## config.mk

```make
export PLATFORM = sky130hd
export DESIGN_NAME = traffic_light_ctrl
export DESIGN_NICKNAME = d
export VERILOG_FILES = /design/src/rtl/traffic_pkg.sv /design/src/rtl/sec_tick.sv /design/src/rtl/traffic_light_ctrl.sv
export SDC_FILE = /design/constraint.sdc
export NUM_CORES = 1
export LEC_CHECK = 0
export BUFFER_PORTS_ARGS = -buffer_cell sky130_fd_sc_hd__buf_2
export CAP_MARGIN = 20
export CORE_AREA = 2 2 55 67
export DETAILED_ROUTE_END_ITERATION = 8
export DIE_AREA = 0 0 57 69
export GPL_ROUTABILITY_DRIVEN = 0
export MAX_ROUTING_LAYER = met4
export PLACE_DENSITY = 0.8
export SYNTH_ARGS = -nofsm -noshare
export SYNTH_HDL_FRONTEND = slang
export SYNTH_SLANG_ARGS = --single-unit
export TNS_END_PERCENT = 50
```

## constraint.sdc

```tcl
create_clock -name clk -period 6.8 [get_ports clk]
set_input_delay 0 -clock clk [delete_from_list [all_inputs] [get_ports clk]]
set_output_delay 0 -clock clk [all_outputs]
set_load 0.1 [all_outputs]
```

## src/rtl/traffic_pkg.sv

```systemverilog
// Shared types for the traffic-light controller: state encoding and lamp patterns.
package traffic_pkg;

  typedef enum logic [1:0] {RED, GREEN, YELLOW, FLASH} state_t;

  // Lamp vectors are ordered {red, yellow, green}.
  localparam logic [2:0] LAMP_OFF    = 3'b000;
  localparam logic [2:0] LAMP_RED    = 3'b100;
  localparam logic [2:0] LAMP_YELLOW = 3'b010;
  localparam logic [2:0] LAMP_GREEN  = 3'b001;

  function automatic logic [2:0] lamp_of(state_t s);
    logic [2:0] lamp;
    case (s)
      RED:     lamp = LAMP_RED;
      GREEN:   lamp = LAMP_GREEN;
      YELLOW:  lamp = LAMP_YELLOW;
      default: lamp = LAMP_OFF;
    endcase
    return lamp;
  endfunction

endpackage

```

## src/rtl/sec_tick.sv

```systemverilog
// One-second prescaler: counts 0..CLK_PER_SEC-1 and pulses tick on the last count.
module sec_tick #(
  parameter int unsigned CLK_PER_SEC = 50_000_000
) (
  input  logic clk,
  input  logic rst_n,
  input  logic clr,
  output logic tick
);

  localparam int unsigned W = $clog2(CLK_PER_SEC);
  localparam logic [W-1:0] LAST = W'(CLK_PER_SEC - 1);

  logic [W-1:0] pre_q, pre_d;

  assign tick = (pre_q == LAST);

  always_comb begin
    pre_d = pre_q + W'(1);
    if (clr || tick) pre_d = '0;
  end

  always_ff @(posedge clk or negedge rst_n) begin
    if (!rst_n) pre_q <= '0;
    else        pre_q <= pre_d;
  end

endmodule

```

## src/rtl/traffic_light_ctrl.sv

```systemverilog
// Single-head traffic light: RED -> GREEN -> YELLOW cycle with seconds countdown,
// pedestrian shortening of green, and a night flash mode with the display blanked.
//   state  | meaning
//   RED    | red lamp, counting down RED_SEC
//   GREEN  | green lamp, counting down GREEN_SEC (or PED_SEC after a request)
//   YELLOW | yellow lamp, counting down YELLOW_SEC
//   FLASH  | night mode, yellow toggles each second, display blanked
module traffic_light_ctrl
  import traffic_pkg::*;
#(
  parameter int unsigned CLK_PER_SEC = 50_000_000,
  parameter int unsigned RED_SEC     = 9,
  parameter int unsigned GREEN_SEC   = 9,
  parameter int unsigned YELLOW_SEC  = 3,
  parameter int unsigned PED_SEC     = 3
) (
  input  logic       clk,
  input  logic       rst_n,
  input  logic       ped_req,
  input  logic       night,
  output logic       red,
  output logic       yellow,
  output logic       green,
  output logic [7:0] dec_num,
  output logic       seg_en_n
);

  if (CLK_PER_SEC < 2 ||
      RED_SEC    < 1 || RED_SEC    > 9 ||
      GREEN_SEC  < 1 || GREEN_SEC  > 9 ||
      YELLOW_SEC < 1 || YELLOW_SEC > 9 ||
      PED_SEC    < 1 || PED_SEC    > GREEN_SEC) begin : g_bad_param
    $error("traffic_light_ctrl: timing parameter out of range");
  end

  localparam logic [3:0] RED_DUR    = 4'(RED_SEC);
  localparam logic [3:0] GREEN_DUR  = 4'(GREEN_SEC);
  localparam logic [3:0] YELLOW_DUR = 4'(YELLOW_SEC);
  localparam logic [3:0] PED_DUR    = 4'(PED_SEC);

  state_t     state_q, state_d;
  logic [3:0] cnt_q, cnt_d;
  logic       ped_pend_q, ped_pend_d;
  logic [2:0] lamp_q, lamp_d;
  logic       seg_en_n_q, seg_en_n_d;
  logic       tick, pre_clr, ped_now;

  sec_tick #(.CLK_PER_SEC(CLK_PER_SEC)) u_sec_tick (
    .clk   (clk),
    .rst_n (rst_n),
    .clr   (pre_clr),
    .tick  (tick)
  );

  // A request in the current cycle acts immediately, not one cycle late.
  assign ped_now = ped_pend_q | ped_req;

  always_ff @(posedge clk or negedge rst_n) begin
    if (!rst_n) begin
      state_q    <= RED;
      cnt_q      <= RED_DUR;
      ped_pend_q <= 1'b0;
      lamp_q     <= LAMP_RED;
      seg_en_n_q <= 1'b0;
    end else begin
      state_q    <= state_d;
      cnt_q      <= cnt_d;
      ped_pend_q <= ped_pend_d;
      lamp_q     <= lamp_d;
      seg_en_n_q <= seg_en_n_d;
    end
  end

  always_comb begin
    state_d    = state_q;
    cnt_d      = cnt_q;
    ped_pend_d = ped_now;
    pre_clr    = 1'b0;
    if (night) begin
      state_d = FLASH;
      cnt_d   = '0;
      if (state_q != FLASH) begin
        pre_clr    = 1'b1;
        ped_pend_d = 1'b0;
      end
    end else if (state_q == FLASH) begin
      state_d = RED;
      cnt_d   = RED_DUR;
      pre_clr = 1'b1;
    end else if (state_q == GREEN && ped_now && cnt_q > PED_DUR) begin
      // Shortening load swallows a coincident tick; prescaler keeps running.
      cnt_d = PED_DUR;
    end else if (tick) begin
      if (cnt_q == 4'd1) begin
        case (state_q)
          RED: begin
            state_d = GREEN;
            cnt_d   = GREEN_DUR;
          end
          GREEN: begin
            state_d    = YELLOW;
            cnt_d      = YELLOW_DUR;
            ped_pend_d = 1'b0;
          end
          default: begin
            state_d = RED;
            cnt_d   = RED_DUR;
          end
        endcase
      end else begin
        cnt_d = cnt_q - 4'd1;
      end
    end
  end

  always_comb begin
    lamp_d     = lamp_of(state_d);
    seg_en_n_d = 1'b0;
    if (state_d == FLASH) begin
      seg_en_n_d = 1'b1;
      if (state_q != FLASH) lamp_d = LAMP_YELLOW;
      else if (tick)        lamp_d = lamp_q ^ LAMP_YELLOW;
      else                  lamp_d = lamp_q;
    end
  end

  assign red      = lamp_q[2];
  assign yellow   = lamp_q[1];
  assign green    = lamp_q[0];
  assign dec_num  = {4'b0000, cnt_q};
  assign seg_en_n = seg_en_n_q;

endmodule

```

==> flow_metrics.py <==
metrics = {
    "outcome": {
        "status": "finished, final reports clean",
    },
    "worst_setup_path": {
        "crit_fanout": 6,
        "worstReg2RegStart": "u_sec_tick.pre_q[0]$_DFF_PN0_",
        "r2r_end": "state_q[0]$_DFF_PN0_",
        "required_ps": 6980,
        "crit_type": "reg2reg",
        "cp-startpoint": "u_sec_tick.pre_q[0]$_DFF_PN0_",
        "critPathCaptureType": "flop",
        "r2r_slack_ps": 4220,
        "reg2reg_depth": 6,
        "arrival_ps": 2760,
        "critPathLaunchType": "flop",
    },
    "placed_design": {
        "io_buffer_count": 11,
        "dpl.hpwl_um": 2372,
    },
    "sta": {
        "fin_crit_ps": 2579,
        "final_max_slew_viol_count": 0,
        "finalCritPeriodShare_pct": 37.92,
        "tightest_slew_ps": 1015,
        "max_freq_ghz": 0.3878,
        "tns_ps": 0,
        "fin_worst_skew_ps": 3.629,
        "rsz0062_at_grt": "false",
        "fin_hold_ws_ps": 15.20,
        "relSlewSlack_pct": 31.80,
        "hold_viol": 0,
        "setup_viol": 0,
    },
    "finish": {
        "drive_gt1_share_pct": 14.03,
        "n_antenna_cell": 0,
        "final_util_pct": 65.14,
        "final_common_cell": "nor2_1",
        "final_cell_mix": "nor2_1 (40), dfrtp_1 (34), xor2_1 (20)",
        "fin_nets": 228,
        "synthToLayoutAreaGrowth_pct": 8.033,
    },
    "global_route": {
        "antenna_found_initial": 0,
        "grt_max_degree": 38,
        "grt_pass1_vias": 1433,
        "grt_pass1_wl_um": 6030,
        "overflow": 0,
        "grt.total_usage_pct": 19.98,
    },
    "logic_synthesis": {
        "yosys.area.top_type": "dfrtp_1",
        "synth_warnings": 0,
        "seq_area_frac_synth_pct": 47.00,
        "syn_area_sq_um": 1978,
        "synth_cell_types": 40,
        "synth_ff_type": "dfrtp_1",
        "ys_top_cells_by_area": "dfrtp_1 (43%), xor2_1 (8.9%), nor2_1 (7.6%)",
        "synth_edf_count": 0,
        "synth-seq-cells": 37,
        "synth_top_area_share_pct": 43.01,
        "synth-async-reset-ratio_pct": 100.0,
        "avgSynthCellArea_sq_um": 9.556,
        "synthCells": 207,
    },
    "pwr": {
        "seqPwrFrac_pct": 48.4,
        "switching_share_pct": 32.67,
        "powerDensity_nw_per_um2": 237.0,
        "power_switching_w": 0.0001655,
        "p_clk_share_pct": 30.3,
        "pwr-share-comb_pct": 21.3,
        "p_int_w": 0.0003410,
        "ir_drop_mv": 0.1923,
        "p_leak_nw": 0.9329,
    },
    "job": {
        "drv_cap": 0,
    },
    "floorplanning": {
        "core_sq_um": 3281,
        "io_pins": 16,
        "rows": 23,
        "start_util_pct": 60.30,
        "die_w_um": 57,
        "die_y_um": 69,
        "die-area_sq_um": 3933,
    },
    "min_path": {
        "whs_endpoint": "ped_pend_q$_DFF_PN0_",
        "hold_path_startpoint": "ped_req",
        "hold_depth": 3,
        "hold_path.class": "in2reg",
    },
    "route": {
        "drt-pass1-iter-count": 4,
        "drc": 0,
        "avgRoutedWirePerCell_um": 12.96,
        "drtAntennaViolNets": 0,
        "drtIter0Drc": 67,
        "vias": 1468,
        "wl_um": 3344,
        "vias_per_cell": 5.690,
    },
    "clock_tree": {
        "clkSinkCount": 37,
        "path_clk_slew_ps": 70,
        "root_buffer": "clkbuf_8",
        "cts_setup_buffers": 0,
        "cts_tree": "done",
        "cts.path.max_buffers": 2,
        "cts-htree-levels": 2,
        "cts_inserted_buffers": 5,
        "insertion_delay_ps": 290,
    },
}
-- sequential cells by signal (all words and copies together) (netlist names) --
register / flops
u_sec_tick.pre_q: 26
cnt_q: 4
lamp_q: 3
state_q: 2
ped_pend_q: 1
seg_en_n: 1
-- synth_stat cells, types with 2 or more instances --
cell type	n
nor2_1	40
dfrtp_1	34
xor2_1	20
nand2_1	14
nand3_1	13
nand4_1	9
buf_4	7
inv_1	7
o21ai_0	5
xnor2_1	5
a21oi_1	4
ha_1	4
nor3_1	4
and2_1	3
clkbuf_1	3
dfstp_2	3
mux2i_1	3
o31ai_1	3
nand2b_1	2
nor3b_1	2
or2_2	2
or4_1	2
-- per-layer routing --
| metal | up-vias | wire (um) | global-route usage [%] |
|---|---|---|---|
| met5 | - | 0 | - |
| met4 | 0 | 69 | 8.786 |
| met3 | 7 | 135 | 5.066 |
| met2 | 34 | 1708 | 32.95 |
| met1 | 705 | 1431 | 22.62 |
| li1 | 722 | - | - |
-- critical path: stages, from the launching register on --
cell	delay, ps
dfrtp_1	390
ha_1	200
nand3_1	200
or4_2	810
nor3_4	340
mux2i_1	290
or2b_1	240
-- repair_timing --
action | 4_1_cts | 5_1_grt
endpoints found under the setup margin | 0 | 0
hold buffers | 2 | 0
resized for setup | 0 | 0
endpoints found under the hold margin | 35 | 0
-- final cells by class --
class / instances / area (sq um)
fill: 267 / 1144
sequential: 37 / 929.6
clock buffer: 8 / 90.09
multi-input combinational: 156 / 969.7
inverter: 7 / 26.28
timing repair buffer: 13 / 75.07
tap: 37 / 46.29
-- power by group through the flow --
stage,Sequential [W],Combinational [W],Clock (W)
floorplan,0.000288,0.0000538,0
global placement,0.000249,0.000107,0
detailed placement,0.000249,0.000108,0
CTS,0.000245,0.000109,0.000157
global route,0.000248,0.000117,0.000169
finish,0.000245,0.000108,0.000153
-- logic make-up (layout without fill, tap and decap cells) --
logic type | after synthesis | count (layout) | synth area share, %
DFF | 37 | 37 | 47.00
AOI/OAI and AO/OA | 21 | 21 | 7.717
muxes | 4 | 4 | 2.087
adders and majority gates | 4 | 4 | 2.530
other | 1 | 4 | 0.1896
buffers and inverters | 17 | 28 | 4.554
and+or+nand+nor | 98 | 98 | 24.86
xor gates and xnor gates | 25 | 25 | 11.07
-- worst max path at each step --
| stage | end | slack (ps) |
|---|---|---|
| finish | state_q[0]$_DFF_PN0_ | 4220 |
| global route | u_sec_tick.pre_q[3]$_DFF_PN0_ | 4080 |
| CTS | state_q[0]$_DFF_PN0_ | 4220 |
| detailed placement | state_q[0]$_DFF_PN0_ | 4230 |
| global placement | state_q[0]$_DFF_PN0_ | 4320 |
| floorplan | state_q[0]$_DFF_PN0_ | 4400 |
-- stage by stage --
stage                     total power [W]  instances  area [sq um]  setup slack, ps
after floorplan                 0.0003418        210          1989             4404
after global placement          0.0003559        248          2027             4317
after detailed placement        0.0003572        248          2027             4230
after CTS                       0.0005109        258          2137             4222
after global routing            0.0005345        258          2137             4077
final                           0.0005065        258          2137             4221
Power figures use the tool's default switching activity.
